==> config.mk <==
export PLATFORM = sky130hd
export DESIGN_NAME = imem_boot_ctrl_flat
export DESIGN_NICKNAME = d
export VERILOG_FILES = /design/src/rtl/imem_boot_ctrl_if.sv /design/src/rtl/imem_boot_ctrl.sv /design/src/flat_wrapper.sv
export SDC_FILE = /design/constraint.sdc
export NUM_CORES = 1
export LEC_CHECK = 0
export CAP_MARGIN = 20
export CORE_MARGIN = 2
export CORE_UTILIZATION = 40
export CTS_BUF_LIST = sky130_fd_sc_hd__clkbuf_2
export DETAILED_ROUTE_END_ITERATION = 8
export GPL_TIMING_DRIVEN = 0
export PLACE_DENSITY = 0.76
export SLEW_MARGIN = 30
export SYNTH_ARGS = -nofsm -noshare
export SYNTH_HDL_FRONTEND = slang
export SYNTH_SLANG_ARGS = --single-unit
export TNS_END_PERCENT = 1
==> constraint.sdc <==
create_clock -name clk -period 1.97 [get_ports clk]
set_input_delay 0.394 -clock clk [delete_from_list [all_inputs] [get_ports clk]]
set_output_delay 0.394 -clock clk [all_outputs]
set_load 0.01 [all_outputs]
==> src/rtl/imem_boot_ctrl_if.sv <==
// Boot-loader bus: host byte stream, instruction-memory write/read ports and CPU control.
// The boot controller attaches to the slave modport; whoever drives it uses master.
interface imem_boot_ctrl_if #(
    parameter int IDX_W = 8
);
    logic             load_start;
    logic [IDX_W:0]   load_len;
    logic             byte_valid;
    logic [7:0]       byte_data;
    logic             byte_ready;
    logic             mem_we;
    logic [31:0]      mem_waddr;
    logic [31:0]      mem_wdata;
    logic [31:0]      fetch_addr;
    logic [31:0]      mem_raddr;
    logic             cpu_rst_n;
    logic             busy;
    logic             done;
    logic             err;

    modport slave (
        input  load_start, load_len, byte_valid, byte_data, fetch_addr,
        output byte_ready, mem_we, mem_waddr, mem_wdata, mem_raddr,
               cpu_rst_n, busy, done, err
    );

    modport master (
        output load_start, load_len, byte_valid, byte_data, fetch_addr,
        input  byte_ready, mem_we, mem_waddr, mem_wdata, mem_raddr,
               cpu_rst_n, busy, done, err
    );
endinterface

==> src/rtl/imem_boot_ctrl.sv <==
// Instruction-memory boot sequencer: holds the CPU in reset, packs a little-endian byte
// stream into 32-bit words, writes them to imem, then releases the CPU and forwards fetches.
module imem_boot_ctrl #(
    parameter int DEPTH = 256,
    parameter int IDX_W = 8
) (
    input logic               clk,
    input logic               rst_n,
    imem_boot_ctrl_if.slave   bus
);
    typedef enum logic [1:0] {IDLE, LOAD, RUN} state_e;

    localparam logic [IDX_W:0] DEPTH_W = (IDX_W+1)'(DEPTH);

    state_e           state_q, state_d;
    logic [IDX_W:0]   len_q, len_d;
    logic [IDX_W:0]   idx_q, idx_d;
    logic [1:0]       cnt_q, cnt_d;
    logic [23:0]      asm_q, asm_d;
    logic             we_q, we_d;
    logic [31:0]      waddr_q, waddr_d;
    logic [31:0]      wdata_q, wdata_d;
    logic             err_q, err_d;
    logic             cpu_run_q, cpu_run_d;
    logic             ready;
    logic             accept;

    // Stop taking bytes once every requested word has been assembled.
    assign ready  = (state_q == LOAD) && (idx_q != len_q);
    assign accept = ready && bus.byte_valid;

    always_comb begin
        state_d = state_q;
        len_d   = len_q;
        idx_d   = idx_q;
        cnt_d   = cnt_q;
        asm_d   = asm_q;
        we_d    = 1'b0;
        waddr_d = waddr_q;
        wdata_d = wdata_q;
        err_d   = err_q;

        if ((state_q != LOAD) && bus.load_start) begin
            if (bus.load_len == '0) begin
                state_d = RUN;
            end else if (bus.load_len > DEPTH_W) begin
                err_d   = 1'b1;
                state_d = IDLE;
            end else begin
                err_d   = 1'b0;
                state_d = LOAD;
                len_d   = bus.load_len;
                idx_d   = '0;
                cnt_d   = '0;
                asm_d   = '0;
            end
        end

        if (state_q == LOAD) begin
            if (accept) begin
                case (cnt_q)
                    2'd0: asm_d[7:0]   = bus.byte_data;
                    2'd1: asm_d[15:8]  = bus.byte_data;
                    2'd2: asm_d[23:16] = bus.byte_data;
                    default: begin
                        wdata_d = {bus.byte_data, asm_q};
                        waddr_d = {{(30-IDX_W){1'b0}}, idx_q[IDX_W-1:0], 2'b00};
                        we_d    = 1'b1;
                        idx_d   = idx_q + 1'b1;
                        asm_d   = '0;
                    end
                endcase
                cnt_d = cnt_q + 2'd1;
            end
            // Leave LOAD at the end of the final word's write cycle.
            if (we_q && (idx_q == len_q)) begin
                state_d = RUN;
            end
        end
    end

    assign cpu_run_d = (state_d == RUN);

    always_ff @(posedge clk or negedge rst_n) begin
        if (!rst_n) begin
            state_q   <= IDLE;
            len_q     <= '0;
            idx_q     <= '0;
            cnt_q     <= '0;
            asm_q     <= '0;
            we_q      <= 1'b0;
            waddr_q   <= '0;
            wdata_q   <= '0;
            err_q     <= 1'b0;
            cpu_run_q <= 1'b0;
        end else begin
            state_q   <= state_d;
            len_q     <= len_d;
            idx_q     <= idx_d;
            cnt_q     <= cnt_d;
            asm_q     <= asm_d;
            we_q      <= we_d;
            waddr_q   <= waddr_d;
            wdata_q   <= wdata_d;
            err_q     <= err_d;
            cpu_run_q <= cpu_run_d;
        end
    end

    assign bus.byte_ready = ready;
    assign bus.mem_we     = we_q;
    assign bus.mem_waddr  = waddr_q;
    assign bus.mem_wdata  = wdata_q;
    assign bus.cpu_rst_n  = cpu_run_q;
    assign bus.busy       = (state_q == LOAD);
    assign bus.done       = (state_q == RUN);
    assign bus.err        = err_q;
    assign bus.mem_raddr  = (state_q == RUN) ? bus.fetch_addr : 32'h0;

endmodule

==> src/flat_wrapper.sv <==
// flat-port wrapper written by rule: the top's interface ports become plain ports
module imem_boot_ctrl_flat 
#(
    parameter int DEPTH = 256,
    parameter int IDX_W = 8
)
  (clk, rst_n, bus_load_start, bus_load_len, bus_byte_valid, bus_byte_data, bus_fetch_addr, bus_byte_ready, bus_mem_we, bus_mem_waddr, bus_mem_wdata, bus_mem_raddr, bus_cpu_rst_n, bus_busy, bus_done, bus_err);
  imem_boot_ctrl_if #(.IDX_W(IDX_W)) bus_i ();
  input logic clk;
  input logic rst_n;
  input wire logic [$bits(bus_i.load_start)-1:0] bus_load_start;
  input wire logic [$bits(bus_i.load_len)-1:0] bus_load_len;
  input wire logic [$bits(bus_i.byte_valid)-1:0] bus_byte_valid;
  input wire logic [$bits(bus_i.byte_data)-1:0] bus_byte_data;
  input wire logic [$bits(bus_i.fetch_addr)-1:0] bus_fetch_addr;
  output wire logic [$bits(bus_i.byte_ready)-1:0] bus_byte_ready;
  output wire logic [$bits(bus_i.mem_we)-1:0] bus_mem_we;
  output wire logic [$bits(bus_i.mem_waddr)-1:0] bus_mem_waddr;
  output wire logic [$bits(bus_i.mem_wdata)-1:0] bus_mem_wdata;
  output wire logic [$bits(bus_i.mem_raddr)-1:0] bus_mem_raddr;
  output wire logic [$bits(bus_i.cpu_rst_n)-1:0] bus_cpu_rst_n;
  output wire logic [$bits(bus_i.busy)-1:0] bus_busy;
  output wire logic [$bits(bus_i.done)-1:0] bus_done;
  output wire logic [$bits(bus_i.err)-1:0] bus_err;
  assign bus_i.load_start = bus_load_start;
  assign bus_i.load_len = bus_load_len;
  assign bus_i.byte_valid = bus_byte_valid;
  assign bus_i.byte_data = bus_byte_data;
  assign bus_i.fetch_addr = bus_fetch_addr;
  assign bus_byte_ready = bus_i.byte_ready;
  assign bus_mem_we = bus_i.mem_we;
  assign bus_mem_waddr = bus_i.mem_waddr;
  assign bus_mem_wdata = bus_i.mem_wdata;
  assign bus_mem_raddr = bus_i.mem_raddr;
  assign bus_cpu_rst_n = bus_i.cpu_rst_n;
  assign bus_busy = bus_i.busy;
  assign bus_done = bus_i.done;
  assign bus_err = bus_i.err;
  imem_boot_ctrl #(.DEPTH(DEPTH), .IDX_W(IDX_W)) u_core (.clk(clk), .rst_n(rst_n), .bus(bus_i));
endmodule
Word-level counts from Yosys, hierarchy flattened:

Index checks and enable logic that the tools add are counted.
W data, S select, Z words.

* output and inout port bits: 102
* input port bits: 53
* word-level logic and storage cells: 66
* bits in registers: 89

* multiplexer cells: 29
* reductions and logical operators: 13
* add/subtract/negate cells: 2
* magnitude comparators: 1
* bitwise gates (word level): 3
* eq/ne operators: 8

Operators with widths (number)
* $mux W24: 5
* $mux W9: 6
* $pmux W8 S2: 3
* $mux W32: 1
* $mux W2: 9
* $add A9 B1 Y9 const B: 1
* $eq A9 B9 Y1: 1
* $gt A9 B9 Y1 const B: 1
* $logic_not A9 Y1: 1
* $ne A9 B9 Y1: 1
* $eq A2 B2 Y1 const B: 3
* $reduce_and A3 Y1: 2
* $reduce_or A2 Y1: 3
* $mux W1: 5
* $eq A2 B1 Y1 const B: 2
* $logic_and A1 B1 Y1: 4
* $not A1 Y1: 3
* $reduce_or A3 Y1: 1
* $add A2 B1 Y2 const B: 1
* $logic_not A2 Y1: 1
* $ne A2 B1 Y1 const B: 1
* $reduce_and A2 Y1: 1

Logic depth before layout (Yosys ltp):

Gate-level depths: netlist of run 1.

* depth in word-level cells: 7
* depth in mapped cells: 9

Least setup slack after synthesis of run 1:

OpenSTA, ideal clock, no wires.

* path kind: input to register
* start: input port bus_load_len[1]
* end: register u_core.asm_q[23]
* stages on the path: 8
* data arrival time: 1932 ps
* setup slack: -89 ps
* cell sequence: nor4_1 > nand2_1 > ha_1 > or4b_1 > clkbuf_1 > nand2_1 > a2bb2oi_1 > o22ai_1

* cells in the longest elaborated chain, start to end: 7

RTL lines
* start: declaration: line flat_wrapper.sv:12 `input wire logic [$bits(bus_i.load_len)-1:0] bus_load_len;`
* $gt A9 B9 Y1: line imem_boot_ctrl.sv:46 `end else if (bus.load_len > DEPTH_W) begin`
* $mux W24: line imem_boot_ctrl.sv:46
* $mux W24 (*): line imem_boot_ctrl.sv:44 `if (bus.load_len == '0) begin`
* $mux W24 (*): line imem_boot_ctrl.sv:43 `if ((state_q != LOAD) && bus.load_start) begin`
* $pmux W8 S2: line imem_boot_ctrl.sv:61 `case (cnt_q)`
* $mux W24: line imem_boot_ctrl.sv:60 `if (accept) begin`
* $mux W24 (*): line imem_boot_ctrl.sv:59 `if (state_q == LOAD) begin`
* named net u_core.asm_d[23]: line imem_boot_ctrl.sv:19 `logic [23:0] asm_q, asm_d;`
* end signal: assignment: line imem_boot_ctrl.sv:101 `asm_q <= asm_d;`
* end: declaration: line imem_boot_ctrl.sv:19

The timed path passes the listed nets; every way through them passes the cells marked *.
A chain may end at the register's enable or synchronous reset.

Worst setup path after layout of run 1:

* start: register u_core.idx_q[2]
* end: output port bus_byte_ready

* cells in the longest elaborated chain, start to end: 2

RTL lines
* start: declaration: line imem_boot_ctrl.sv:17 `logic [IDX_W:0] idx_q, idx_d;`
* start signal: assignment: line imem_boot_ctrl.sv:99 `idx_q <= idx_d;`
* $ne A9 B9 Y1: line imem_boot_ctrl.sv:29 `assign ready = (state_q == LOAD) && (idx_q != len_q);`
* $logic_and A1 B1 Y1: line imem_boot_ctrl.sv:29
* end: declaration: line flat_wrapper.sv:16 `output wire logic [$bits(bus_i.byte_ready)-1:0] bus_byte_ready;`

Every way passes these cells.

==> results.sh, run 1 <==
export IMPL_status="finished with violations"
export IMPL_failed_checks="setup timing"
export IMPL_startpoint="u_core.idx_q[2]"
export IMPL_setup_ws_ps=-351
export IMPL_critPathKind="register to output pin"
export IMPL_cp_end_kind="output pin"
export IMPL_synth_seq_area_share_pct=51.3
export IMPL_pre_cts_ws_ps=-794
export IMPL_layout_drive_gt1_share_pct=33.3
export IMPL_setup_viol_count_final=86
export IMPL_remaining_drc_errors=0
export IMPL_core_area_mm2=0.0107
export IMPL_yosys_warnings=0
export IMPL_cts_sinks=89
export IMPL_grt_usage_pct=17.5
export IMPL_critPathLaunchType="register"
export IMPL_cts_buffers=9
export IMPL_finalHoldViolCount=0
export IMPL_grt_setup_unrepaired="yes"
export IMPL_antenna_found_initial=0
export IMPL_viasPerCell=4.92
export IMPL_min_from="bus_load_start"
export IMPL_finalPower_mw=6.81
export IMPL_antenna_cells=0
export IMPL_cts_path_max_buffers=2
export IMPL_dp_hpwl_um=7590
export IMPL_first_iter_violations=110
export IMPL_first_pass_iters=4
export IMPL_cts_max_level=3
export IMPL_hp_class="input port to register"
export IMPL_slowest_stage="dfrtp_1"
export IMPL_synthArstFlopShare_pct=100
export IMPL_avgSynthCellArea_um2=12.4
export IMPL_max_stage_delay_ps=420
export IMPL_insertion_delay_ps=560
export IMPL_layout_commonest_cell="dfrtp_1"
export IMPL_netlist_area_mm2=0.00434
export IMPL_mostFrequentLayoutCells="dfrtp_1, clkdlybuf4s50_1, buf_4"
export IMPL_rr_startpoint="u_core.len_q[8]"
export IMPL_cp_cell_sequence="clkbuf_2 -> xor2_1 -> nor2_2 -> and3_4 -> nor2_1 -> buf_2"
export IMPL_die_x_um=108
export IMPL_routabilityCongestion=0.788
export IMPL_maxSlewHeadroom_pct=56.9
export IMPL_synth_edff_count=0
export IMPL_maxCapViolCount=0
export IMPL_drv_slew=0
export IMPL_die_h_um=108
export IMPL_grt_overflow=0
export IMPL_grt_pass1_vias=3246
export IMPL_ys_ff_latch=89
export IMPL_stdcell_area_mm2=0.00616
export IMPL_stdcell_count=668
export IMPL_cts_tree="yes"
export IMPL_routed_wirelength_um=10200
export IMPL_dp_cells=643
export IMPL_tightest_slew_ps=643
export IMPL_min_period_over_period_pct=118
export IMPL_vias=3286
export IMPL_wl_per_cell_um=15.3
export IMPL_fin_crit_ps=2320
export IMPL_final_core_util_pct=57.6
export IMPL_area_delta_synth_final_pct=42.0
export IMPL_nFillCells=929
export IMPL_cp_max_fo=7
export IMPL_maxClockFrequency_ghz=0.431
export IMPL_worstPathRequired_ps=1580
export IMPL_power_leakage_nw=3.51
export IMPL_port_buffers=129
export IMPL_placed_area_mm2=0.00593
export IMPL_die_area_mm2=0.0117
export IMPL_synthCells=350
export IMPL_p_per_area_mw_per_mm2=1110
export IMPL_io_pins=155
export IMPL_initial_core_util_pct=40.5
export IMPL_grt_max_degree=53
export IMPL_placementRows=38
export IMPL_ys_types=46
export IMPL_cts_clk_slew_worst_paths_ps=260
export IMPL_cp_arrival_ps=1930
export IMPL_nNetsFinal=583
export IMPL_ys_flop_type="dfrtp_1"
export IMPL_grt_pass1_wl_um=16000
export IMPL_ant_nets=0
export IMPL_skew_ps=34.2
export IMPL_ir_drop_uv=565
export IMPL_cts_root_buffer="clkbuf_2"
-- registers in the layout (all words and copies together) (netlist names) --
signal	count
u_core.bus.cpu_rst_n	1
u_core.asm_q	24
u_core.cnt_q	2
u_core.bus.mem_wdata	32
u_core.bus.err	1
u_core.bus.mem_waddr	8
u_core.bus.mem_we	1
u_core.state_q	2
u_core.len_q	9
u_core.idx_q	9
-- stage by stage --
step           hold WS (ps)  setup TNS (ps)
2_1_floorplan          98.4           -1110
3_3_place_gp            477         -272030
4_1_cts                 201           -5990
6_report                236           -6370
5_1_grt                 203          -17570
3_5_place_dp            322          -37410
-- metal layers --
layer / routed length [um] / GRT usage [%] / vias up
met4: 97 / 4.12 / 0
met3: 682 / 4.64 / 15
met2: 5260 / 30.1 / 121
met1: 4200 / 22.0 / 1606
li1: - / - / 1544
met5: 0 / 0 / -
-- report_power, final --
group | switching (mW) | internal (mW) | total (mW) | leakage [nW]
Clock | 0.704 | 0.206 | 0.910 | 0.0693
Combinational | 1.27 | 1.67 | 2.94 | 2.28
Sequential | 0.438 | 2.52 | 2.96 | 1.15
-- timing repair --
action                     4_1_cts  5_1_grt
setup endpoints to repair      111      143
pin swaps                       13        3
resized for setup              181       45
setup buffers                    9        0
hold endpoints to repair        48        0
hold buffers                     1        0
-- area by class of cell --
class | count | area [um2] | share of cell area, %
flip-flops and latches | 89 | 2230 | 36.3
inverters | 8 | 30.0 | 0.488
multi-input cells | 233 | 1930 | 31.4
clock buffers | 9 | 45.0 | 0.731
plain buffers | 42 | 362 | 5.87
well taps | 140 | 175 | 2.84
clock inverters | 7 | 72.6 | 1.18
repair buffers | 140 | 1310 | 21.2
-- cell families (layout without fill, tap and decap cells) --
family	count (synthesis)	after routing	synth area share, %
and+or+nand+nor	88	88	11.2
DFF	89	89	51.3
xor gates and xnor gates	10	10	2.02
muxes	55	55	16.2
other	1	24	0.0864
adders and majority gates	7	7	2.02
AOI/OAI and AO/OA	49	49	9.78
buffers and inverters	51	206	7.41
-- final timing paths --
check	to	slack (ps)	depth (start not counted)
worst max-delay path	bus_byte_ready	-350	6
worst min-delay path	u_core.state_q[0]	240	3
worst max register to register	u_core.bus.mem_waddr[9]	-190	7
worst min register to register	u_core.bus.mem_wdata[15]	520	1
max in group asynchronous	u_core.idx_q[7]	1110	3
min in group asynchronous	u_core.bus.mem_wdata[30]	250	2
-- critical path: cells and delay by family, from the launching register on --
kind / cells / cell delay, ps
and+or+nand+nor: 3 / 490
DFF: 1 / 420
buffers and inverters: 2 / 290
xor gates and xnor gates: 1 / 170
-- cell usage after synthesis, drive strengths merged, types with 5 or more instances --
cell type	number	area [um2]
a21oi	5	36.3
a22o	8	70.1
a32o	18	180
and2	32	200
buf	33	251
clkbuf	10	40.0
dfrtp	89	2230
ha	7	87.6
inv	8	30.0
mux2	49	642
mux2i	6	60.1
nand2	20	77.6
nand3	10	50.1
nor2	7	26.3
o21ai	6	30.0
xor2	9	78.8
Note: power is estimated with default switching activity, not from simulation.
==> run 2, diff against run 1 <==
- GPL_ROUTABILITY_DRIVEN: unset -> 0
==> results of run 2 <==
Final layout, timing and power as in run 1 (identical DEF).
==> run 3, diff against run 2 <==
--- a/config.mk
+++ b/config.mk
@@ -8,2 +8,3 @@
 export CAP_MARGIN = 20
+export CORE_ASPECT_RATIO = 1.5
 export CORE_MARGIN = 2
--- a/constraint.sdc
+++ b/constraint.sdc
@@ -3,2 +3,2 @@
 set_output_delay 0.394 -clock clk [all_outputs]
-set_load 0.01 [all_outputs]
+set_load 0.02 [all_outputs]
==> run 3 against run 2 <==
Net effect:
- the flow still finishes with violations (setup timing)
- cell count up 1.0%
- clock power is 15% lower
- clock skew is 4.5 ps higher
- first-iteration DRC count grew 28%
- largest power group is now combinational logic
- highest routed layer unchanged
==> results.sh, run 3 (synthesized netlist as in run 1, its figures left out) <==
export IMPL_wl_per_cell_um=15.8
export IMPL_worstPathRequired_ps=1580
export IMPL_grt_usage_pct=18.7
export IMPL_core_area_mm2=0.0106
export IMPL_first_iter_violations=141
export IMPL_port_buffers=129
export IMPL_drv_slew=0
export IMPL_min_period_over_period_pct=119
export IMPL_layout_commonest_cell="dfrtp_1"
export IMPL_cp_arrival_ps=1950
export IMPL_hp_class="input port to register"
export IMPL_maxClockFrequency_ghz=0.426
export IMPL_area_delta_synth_final_pct=45.9
export IMPL_power_leakage_nw=3.30
export IMPL_cts_clk_slew_worst_paths_ps=250
export IMPL_finalPower_mw=7.05
export IMPL_cts_sinks=89
export IMPL_nNetsFinal=586
export IMPL_layout_drive_gt1_share_pct=34.3
export IMPL_ir_drop_uv=341
export IMPL_p_per_area_mw_per_mm2=1110
export IMPL_grt_overflow=0
export IMPL_critPathLaunchType="register"
export IMPL_initial_core_util_pct=41.0
export IMPL_ant_nets=0
export IMPL_setup_viol_count_final=99
export IMPL_status="finished with violations"
export IMPL_die_area_mm2=0.0117
export IMPL_largest_reg_flops=32
export IMPL_mostFrequentLayoutCells="dfrtp_1, clkdlybuf4s50_1, buf_4"
export IMPL_cp_cell_sequence="xor2_2 -> nor4_4 -> and3_4 -> nor2_2 -> buf_6"
export IMPL_first_pass_iters=4
export IMPL_dp_cells=647
export IMPL_viasPerCell=4.96
export IMPL_grt_pass1_wl_um=16900
export IMPL_io_pins=155
export IMPL_maxCapViolCount=0
export IMPL_finalHoldViolCount=0
export IMPL_stdcell_count=675
export IMPL_grt_pass1_vias=3370
export IMPL_skew_ps=38.7
export IMPL_failed_checks="setup timing"
export IMPL_multi_input_comb_area_mm2=0.00200
export IMPL_cts_buffers=9
export IMPL_cts_path_max_buffers=2
export IMPL_antenna_cells=0
export IMPL_fin_hold_ws_ps=158
export IMPL_max_stage_delay_ps=500
export IMPL_cts_max_level=3
export IMPL_cp_max_fo=4
export IMPL_grt_setup_unrepaired="yes"
export IMPL_critPathKind="register to output pin"
export IMPL_die_h_um=132
export IMPL_antenna_found_initial=0
export IMPL_cts_root_buffer="clkbuf_2"
export IMPL_die_x_um=89.0
export IMPL_routed_wirelength_um=10600
export IMPL_cts_tree="yes"
export IMPL_insertion_delay_ps=570
export IMPL_grt_max_degree=65
export IMPL_final_seq_area_mm2=0.00223
export IMPL_fin_crit_ps=2340
export IMPL_vias=3349
export IMPL_remaining_drc_errors=0
export IMPL_placementRows=46
export IMPL_slowest_stage="dfrtp_2"
export IMPL_nFillCells=895
export IMPL_setup_ws_ps=-375
export IMPL_cp_end_kind="output pin"
export IMPL_dp_hpwl_um=8200
## run 3: cell count changes in the layout (fill, tap and decap cells not counted), moves of 3 or more
cell	change
clkinv_2	+3
clkdlybuf4s50_1	-3
xor2_1	-4
clkdlybuf4s15_2	+9
and2_4	+4
xor2_2	+4
dlymetal6s2s_1	-21
buf_2	-33
and2_1	-4
dlygate4sd2_1	+24
buf_6	+17
buf_4	+9
## run 3: path summary, 6_finish.rpt
kind / startpoint / to / depth (start not counted) / slack, ps
min reg2reg: u_core.asm_q[16] / u_core.bus.mem_wdata[16] / 1 / 510
max reg2reg: u_core.idx_q[4] / u_core.bus.mem_wdata[19] / 9 / -340
min in group asynchronous: rst_n / u_core.idx_q[1] / 2 / 200
max in group asynchronous: rst_n / u_core.bus.mem_wdata[19] / 3 / 1150
max: u_core.idx_q[4] / bus_byte_ready / 5 / -370
min: bus_load_len[2] / u_core.len_q[2] / 2 / 160
## run 3: layout make-up
class | count | area share (%)
Tap cell | 144 | 2.85
Buffer | 42 | 5.99
Clock inverter | 6 | 0.553
Multi-Input combinational cell | 233 | 31.5
Clock buffer | 10 | 0.791
Inverter | 8 | 0.474
Timing Repair Buffer | 143 | 22.5
Sequential cell | 89 | 35.3
## run 3: critical path: cells and delay by family (launching register included)
kind,cells,cell delay (ps)
DFF,1,500
buffers and inverters,1,130
and+or+nand+nor,3,580
xor gates and xnor gates,1,170
## run 3: through the flow
step                      util [%]  worst slack [ps]  cell area (um2)  setup TNS (ps)
after global routing          59.8              -489             6330          -28060
after floorplan                  -             -67.1             4430           -1380
after CTS                     58.6              -389             6210          -12390
after global placement        55.7             -2580             5900         -284510
after detailed placement      56.0              -931             5930          -51090
final                         59.8              -375             6330          -17730
## run 3: power by group
part	total (mW)	leakage [nW]	internal, mW	switching (mW)
Combinational	3.31	2.08	1.71	1.60
Clock	0.770	0.0591	0.162	0.607
Sequential	2.96	1.16	2.52	0.441
Total	7.05	3.30	4.40	2.65
## run 3: per-layer routing
layer | up-vias | GRT usage (%) | part of all wire, %
li1 | 1548 | - | -
met3 | 14 | 4.46 | 7.5
met1 | 1614 | 20.2 | 36
met5 | - | 0 | 0
met4 | 0 | 7.79 | 2.4
met2 | 173 | 33.7 | 54
## run 3: repair_timing
| item | 4_1_cts | 5_1_grt |
|---|---|---|
| setup buffers | 8 | 4 |
| endpoints found under the hold margin | 81 | 0 |
| hold buffers | 1 | 0 |
| gates resized for setup | 247 | 28 |
| pin swaps | 12 | 12 |
| setup endpoints to repair | 151 | 129 |
